===== src/rtl/salaga_pkg.sv =====
// Shared Salaga-RV definitions: datapath width, fetch constants and the
// {pc, inst} entry carried through the instruction buffer.
package salaga_pkg;

   localparam int XLEN = 32;

   localparam logic [XLEN-1:0] HALT_INST = 32'h0000_0000;
   localparam logic [XLEN-1:0] PC_STEP   = 32'd4;

   typedef struct packed {
      logic [XLEN-1:0] pc;
      logic [XLEN-1:0] inst;
   } fetch_entry_t;

   // Instruction addresses are always word aligned; drop the low two bits.
   function automatic logic [XLEN-1:0] align_pc(input logic [XLEN-1:0] addr);
      return {addr[XLEN-1:2], 2'b00};
   endfunction

endpackage


===== src/rtl/fetch_fifo.sv =====
// Small synchronous FIFO for fetched instructions, with flush and a
// same-cycle push/pop path when full. Head reads as zero when empty.
module fetch_fifo #(
   parameter int WIDTH = 64,
   parameter int DEPTH = 2
) (
   input  logic             clk,
   input  logic             reset,
   input  logic             push,
   input  logic             pop,
   input  logic             flush,
   input  logic [WIDTH-1:0] wdata,
   output logic             full,
   output logic             empty,
   output logic [WIDTH-1:0] head
);

   localparam int AW = $clog2(DEPTH);

   logic [AW-1:0]    wr_ptr;
   logic [AW-1:0]    rd_ptr;
   logic [AW:0]      count;
   logic [WIDTH-1:0] mem [DEPTH];
   logic             do_push;
   logic             do_pop;

   assign empty   = (count == '0);
   assign full    = (count == (AW+1)'(DEPTH));
   assign do_pop  = pop & ~empty;
   assign do_push = push & (~full | do_pop);

   always_ff @(posedge clk) begin
      if (!reset) begin
         wr_ptr <= '0;
         rd_ptr <= '0;
         count  <= '0;
      end else if (flush) begin
         wr_ptr <= '0;
         rd_ptr <= '0;
         count  <= '0;
      end else begin
         if (do_push) wr_ptr <= wr_ptr + 1'b1;
         if (do_pop)  rd_ptr <= rd_ptr + 1'b1;
         count <= count + {{AW{1'b0}}, do_push} - {{AW{1'b0}}, do_pop};
      end
   end

   // NOTE: the storage array has no reset; validity lives in count, and the
   // head is masked to zero while empty so nothing stale is ever visible.
   always_ff @(posedge clk) begin
      if (reset && !flush && do_push) mem[wr_ptr] <= wdata;
   end

   assign head = empty ? '0 : mem[rd_ptr];

endmodule


===== src/rtl/fetch_unit.sv =====
// Salaga-RV instruction fetch: owns the PC, buffers IMEM words for decode,
// applies execute redirects and stops fetching on the all-zero halt word.
module fetch_unit
   import salaga_pkg::*;
#(
   parameter logic [XLEN-1:0] RESET_PC   = 32'h0000_0000,
   parameter int              FIFO_DEPTH = 2
) (
   input  logic            clk,
   input  logic            reset,
   output logic [XLEN-1:0] op_inst_addr,
   input  logic            ip_inst_valid,
   input  logic [XLEN-1:0] ip_inst_from_imem,
   input  logic            ip_redirect,
   input  logic [XLEN-1:0] ip_redirect_pc,
   output logic            op_inst_valid,
   input  logic            ip_inst_ready,
   output logic [XLEN-1:0] op_inst,
   output logic [XLEN-1:0] op_inst_pc,
   output logic            op_halt
);

   logic [XLEN-1:0] pc;
   logic            halted;
   logic            full;
   logic            empty;
   logic            pop;
   logic            push_en;
   logic            is_halt;
   fetch_entry_t    head;
   fetch_entry_t    wentry;

   assign pop     = op_inst_valid & ip_inst_ready;
   assign push_en = ip_inst_valid & ~halted & (~full | pop);
   assign is_halt = (ip_inst_from_imem == HALT_INST);
   assign wentry  = '{pc: pc, inst: ip_inst_from_imem};

   // Redirect drives flush, which outranks the push and pop of that cycle.
   fetch_fifo #(
      .WIDTH ($bits(fetch_entry_t)),
      .DEPTH (FIFO_DEPTH)
   ) u_fifo (
      .clk   (clk),
      .reset (reset),
      .push  (push_en & ~is_halt),
      .pop   (pop),
      .flush (ip_redirect),
      .wdata (wentry),
      .full  (full),
      .empty (empty),
      .head  (head)
   );

   always_ff @(posedge clk) begin
      if (!reset) begin
         pc     <= RESET_PC;
         halted <= 1'b0;
      end else if (ip_redirect) begin
         pc     <= align_pc(ip_redirect_pc);
         halted <= 1'b0;
      end else if (push_en) begin
         if (is_halt) halted <= 1'b1;
         else         pc     <= pc + PC_STEP;
      end
   end

   assign op_inst_addr  = pc;
   assign op_inst_valid = ~empty;
   assign op_inst       = head.inst;
   assign op_inst_pc    = head.pc;
   assign op_halt       = halted & empty;

endmodule

===== config.mk =====
export PLATFORM = sky130hd
export DESIGN_NAME = fetch_unit
export DESIGN_NICKNAME = d
export VERILOG_FILES = /design/src/rtl/salaga_pkg.sv /design/src/rtl/fetch_fifo.sv /design/src/rtl/fetch_unit.sv
export SDC_FILE = /design/constraint.sdc
export NUM_CORES = 1
export LEC_CHECK = 0
export ABC_CLOCK_PERIOD_IN_PS = 8100
export CAP_MARGIN = 20
export CORE_ASPECT_RATIO = 0.9
export CORE_MARGIN = 2
export CORE_UTILIZATION = 50
export DETAILED_ROUTE_END_ITERATION = 6
export GPL_TIMING_DRIVEN = 1
export PLACE_DENSITY_LB_ADDON = 0.25
export SETUP_SLACK_MARGIN = 0.2
export SYNTH_ARGS = -nofsm -noshare
export SYNTH_HDL_FRONTEND = slang
export SYNTH_HIERARCHICAL = 1
export SYNTH_SLANG_ARGS = --single-unit

===== constraint.sdc =====
create_clock -name clk -period 8.1 [get_ports clk]
set_clock_uncertainty 0.05 [all_clocks]
set_input_delay 2.43 -clock clk [delete_from_list [all_inputs] [get_ports clk]]
set_output_delay 2.43 -clock clk [all_outputs]
set_load 0.02 [all_outputs]

* After elaboration in Yosys (flattened, before gate mapping)
Memories as Yosys holds them, arrays and structs flattened. A register that Yosys moved wholly into a read port is not among the register bits.
Cells that the tools add are included.
** Storage, ports and cells
- Memories :: 1
- Memory bits (writable) :: 128
- Output and inout bits :: 98
- Register bits :: 37
- Logic and storage cells :: 46
- Bits of input ports :: 69
** Operators by class
- Mux-type cells :: 8
- Reductions and logical operators :: 10
- Equality and inequality tests :: 2
- Add/sub/neg operators :: 5
- Bitwise logic cells :: 14
** Memory list
- u_fifo.mem :: words 2, width 64, read ports 1, clocked after memory_dff 1, write ports 1, RTL line fetch_fifo.sv:23 : logic [WIDTH-1:0] mem [DEPTH];
** Operators by type and width (number)
- two-way mux 32 bit :: 3
- two-way mux 64 bit :: 1
- adder 32 x 3 -> 32 bit, second input constant :: 1
- logical NOT 32 bit :: 1
- AND 1 bit :: 7
- AND reduction 2 bit :: 3
- inverter 1 bit :: 5
- two-way mux 1 bit :: 4
- adder 1 bit, second input constant :: 2
- adder 2 x 1 -> 2 bit :: 1
- == test 2 bit, second input constant :: 1
- logical AND 1 bit :: 2
- logical NOT 2 bit :: 1
- inequality test 2 bit, second input constant :: 1
- bitwise OR 1 bit :: 2
- nonzero test 2 bit :: 1
- OR reduction 2 bit :: 1
- subtractor 2 x 1 -> 2 bit :: 1
- logical NOT 1 bit :: 1

* Logic depth before layout (Yosys ltp)
- Depth after elaboration :: 10
- Depth in mapped cells :: 12
- Mapped depth without buffers :: 11

* Cells and area by module
The synthesis kept the hierarchy.
** Modules (own cells, without submodules)
- fetch_fifo :: area each 5049.8 µm², seq. area each 3943.8 µm², cells an instance 299, times used 1
- fetch_unit :: area each 1851.8 µm², seq. area each 620.6 µm², cells an instance 227, times used 1

* Worst setup path after synthesis
OpenSTA, ideal clock, no wires.
- Path type :: input port to flip-flop
- Start point :: input ip_inst_ready
- End point :: memory u_fifo.mem[0][0], enable pin
- Data arrival time :: 5.949 ns
- Path slack :: 1.614 ns
- Data required time :: 7.564 ns
- Cell stages on the path :: 6
- Buffers on the path :: 0
- Library setup time :: 0.486 ns
- Path through :: nand2b_1 -> a21oi_1 -> o21ai_0 -> inv_1 -> nand3_1 -> nor2_1
** Between the ends
- Word-level cells in the longest chain between the ends :: 8
- Elaborated cells on any way between the ends :: 10
- Classes of those cells :: mux (2); bitwise (7); reduce/logical (1)
** RTL lines
- start, declared :: RTL line fetch_unit.sv:17 : input logic ip_inst_ready,
- AND 1 bit (*) :: RTL line fetch_unit.sv:33 : assign pop = op_inst_valid & ip_inst_ready;
- bitwise OR 1 bit :: RTL line fetch_unit.sv:34 : assign push_en = ip_inst_valid & ~halted & (~full | pop);
- AND 1 bit :: RTL line fetch_unit.sv:34
- AND 1 bit :: RTL line fetch_unit.sv:45 : .push (push_en & ~is_halt),
- AND 1 bit (*) :: RTL line fetch_fifo.sv:30 : assign do_push = push & (~full | do_pop);
- logical AND 1 bit (*) :: RTL line fetch_fifo.sv:51 : if (reset && !flush && do_push) mem[wr_ptr] <= wdata;
- two-way mux 1 bit (*) :: RTL line fetch_fifo.sv:51
- two-way mux 1 bit (implied by the code) (*) :: RTL line fetch_fifo.sv:51
- end, declared :: RTL line fetch_fifo.sv:23
Every way passes the cells marked *; elsewhere a longest branch is shown, timed or not.

* Worst setup path in the final report
- Start point :: input ip_inst_from_imem[16]
- End point :: memory u_fifo.mem[1][45], enable pin
** Between the ends
- Word-level cells in the longest chain between the ends :: 7
** RTL lines
- start, declared :: RTL line fetch_unit.sv:13 : input logic [XLEN-1:0] ip_inst_from_imem,
- logical NOT 32 bit :: RTL line fetch_unit.sv:35 : assign is_halt = (ip_inst_from_imem == HALT_INST);
- inverter 1 bit (no source line)
- AND 1 bit :: RTL line fetch_unit.sv:45
- AND 1 bit :: RTL line fetch_fifo.sv:30
- logical AND 1 bit :: RTL line fetch_fifo.sv:51
- two-way mux 1 bit :: RTL line fetch_fifo.sv:51
- two-way mux 1 bit (implied by the code) :: RTL line fetch_fifo.sv:51
No other way between the ends.

==> results.yml <==
outcome:
  outcome: "finished, final reports clean"
floorplan:
  dieArea_mm2: 0.0148
  ios: 167
  die_w_um: 128
  start_util: 0.515
  core.rowCount: 40
  die_h_um: 115
  core_area_mm2: 0.0134
timing:
  hold-worst-slack_ns: 0.469
  timing.final.crit_share: 0.703
  rsz0062_at_grt: "false"
  min_period_ns: 5.70
  worst_slew_pin_slew_ns: 1.06
  drv_slew: 0
  maxSlewHeadroom: 0.291
  max_freq_mhz: 176
  hold_violations: 0
  tns_ns: 0
  setup_viol: 0
power:
  clock_power_share: 0.378
  internal-power_mw: 1.43
  p_switching_mw: 0.403
  sequentialPowerShare: 0.522
  p_sw_frac: 0.219
  power_frac_comb: 0.100
  ir_drop_mv: 0.166
  power_mw: 1.84
  pwr_density_cell_mw_per_mm2: 200
  leakage_nw: 2.96
clocking:
  path_clk_slew_ns: 0.06
  h-tree-depth: 4
  cts_buffer_depth: 2
  cts-root-buf: "clkbuf_16"
  cts.sinks: 164
  cts_resized: 0
  post_cts_buffers: 0
  cts_inserted_buffers: 17
  cts_hold_buffers: 0
  cts_tree: "done"
  insertion_delay_ns: 0.42
routing:
  drc: 0
  wl_per_cell_um: 17.4
  num_vias: 4776
  vias_per_cell: 5.48
  initialDrtViolationCount: 314
  first_pass_iters: 5
  ant_nets: 0
  finalWirelength_um: 15100
global_routing:
  grt-ovfl-total: 0
  grt_first_pass_wirelength_um: 23300
  grt_use_total: 0.211
  grt_pass1_vias: 4670
  antenna_found_initial: 0
  grt_max_degree: 65
synthesis:
  synth-edff-count: 128
  synth_cells: 526
  ys_seq_area_frac: 0.661
  synth-async-reset-ratio: 0
  ys_types: 45
  yosys_warnings: 6
  synthFlopType: "edfxtp_1"
  synth-seq-cells: 164
  syn-cell-area_mm2: 0.00690
  syn_avg_cell_area_um2: 13.1
final_layout:
  area_delta_synth_final_pct: 33.2
  utilization: 0.686
  antennaDiodeCount: 0
  final_cell_mix: "clkdlybuf4s50_1, edfxtp_1, nor2_1, mux2i_1, o21ai_0"
  post_route_cells_drive_above_1_share: 0.0569
  layout_commonest_cell: "clkdlybuf4s50_1"
  stdcell_count: 871
  layout.nets: 761
worst_setup_path:
  crit_path_max_fanout: 42
  arrival_ns: 5.69
  end_kind: "flop"
  required_ns: 8.10
  startpoint_type: "input port"
  ff2ff_path_depth: 8
  worstSetupPathType: "input port to flop"
flow_run:
  drv_cap: 0
hold_path:
  hold_depth: 2
  hold_class: "flop to flop"
place:
  placed_cells: 838
  place_hpwl_um: 9980
  portBuffers: 162
  gp_congestion: 0.813
[power groups by stage]
| stage | Combinational, mW | Sequential (mW) | Clock [mW] |
|---|---|---|---|
| detailed placement | 0.184 | 0.976 | 0 |
| finish | 0.184 | 0.959 | 0.693 |
| global route | 0.197 | 0.962 | 0.744 |
| floorplan | 0.0732 | 0.983 | 0 |
| global placement | 0.180 | 0.975 | 0 |
| CTS | 0.185 | 0.959 | 0.710 |
[cell families after synthesis]
| family | after synthesis | share of synthesized area |
|---|---|---|
| buf+inv | 38 | 0.0272 |
| other cells | 1 | 0.000543 |
| flops | 164 | 0.661 |
| simple gates | 143 | 0.103 |
| fa+ha+maj | 2 | 0.00363 |
| compound gates | 98 | 0.0914 |
| xor+xnor | 15 | 0.0190 |
| mux | 65 | 0.0943 |
[worst paths after layout]
path,start,endpoint,slack (ns)
setup reg to reg,u_fifo/count[0],u_fifo/mem[1][45],4.63
setup / recovery,ip_inst_from_imem[16],u_fifo/mem[1][45],2.40
hold / removal,u_fifo/rd_ptr,flop,0.47
hold reg to reg,u_fifo/rd_ptr,flop,0.47
[cell type report]
class                           instances  area, um^2
Clock buffer                           32         502
Fill cell                             969        4220
Inverter                               10        37.5
Multi-Input combinational cell        329        2190
Sequential cell                       164        4570
Tap cell                              168         210
Timing Repair Buffer                  168        1690
[critical path, stage by stage]
cell and delay (ns):
clkdlybuf4s50_1 0.53, nor4_1 0.09, nand4_1 0.58, o21ai_0 0.37
inv_1 0.22, nand3_1 0.21, nor2_4 0.61, buf_4 0.60
[sequential cells by signal, summed over array words and instances, names as in the netlist, named ones only]
signal	flops
u_fifo/count	2
u_fifo/wr_ptr	1
op_inst_addr	30
halted	1
u_fifo/rd_ptr	1
u_fifo/mem	128
[cell usage after synthesis, types with 2 or more instances]
cell | number | area [um^2]
o21ba_2 | 3 | 30.0
nand2_1 | 11 | 41.3
o2111ai_1 | 4 | 35.0
clkbuf_1 | 13 | 48.8
o211a_1 | 2 | 20.0
or3_1 | 10 | 62.6
a31oi_1 | 13 | 81.3
and3_1 | 3 | 18.8
dfxtp_1 | 36 | 721
nand2b_1 | 7 | 43.8
xor2_1 | 10 | 87.6
nor2_1 | 72 | 270
or4_1 | 2 | 15.0
nor3_1 | 5 | 25.0
a21oi_1 | 12 | 60.1
nor4_1 | 9 | 56.3
nand4_1 | 5 | 31.3
o21ai_0 | 43 | 215
o211ai_1 | 7 | 52.6
buf_4 | 8 | 60.1
or3_2 | 2 | 15.0
edfxtp_1 | 128 | 3840
o21a_1 | 2 | 15.0
nor2b_1 | 3 | 18.8
o31ai_1 | 2 | 15.0
o311a_1 | 3 | 30.0
xnor2_1 | 5 | 43.8
buf_2 | 6 | 30.0
and2_1 | 3 | 18.8
inv_1 | 10 | 37.5
mux2i_1 | 65 | 651
ha_1 | 2 | 25.0
nand3_1 | 8 | 40.0
[metrics by stage]
step	instance area (um^2)	worst slack [ns]
after floorplan	6920	1.61
final	9200	2.40
after detailed placement	8670	1.97
after global routing	9200	2.11
after CTS	9170	2.39
after global placement	8670	2.08
[per-layer routing]
| metal | wire (um) | GRT usage |
|---|---|---|
| met1 | 6670 | 0.269 |
| met2 | 7330 | 0.352 |
| met3 | 986 | 0.0605 |
| met4 | 139 | 0.0652 |
| met5 | 0 | 0 |
No activity file was read; power rests on OpenSTA's default activity.
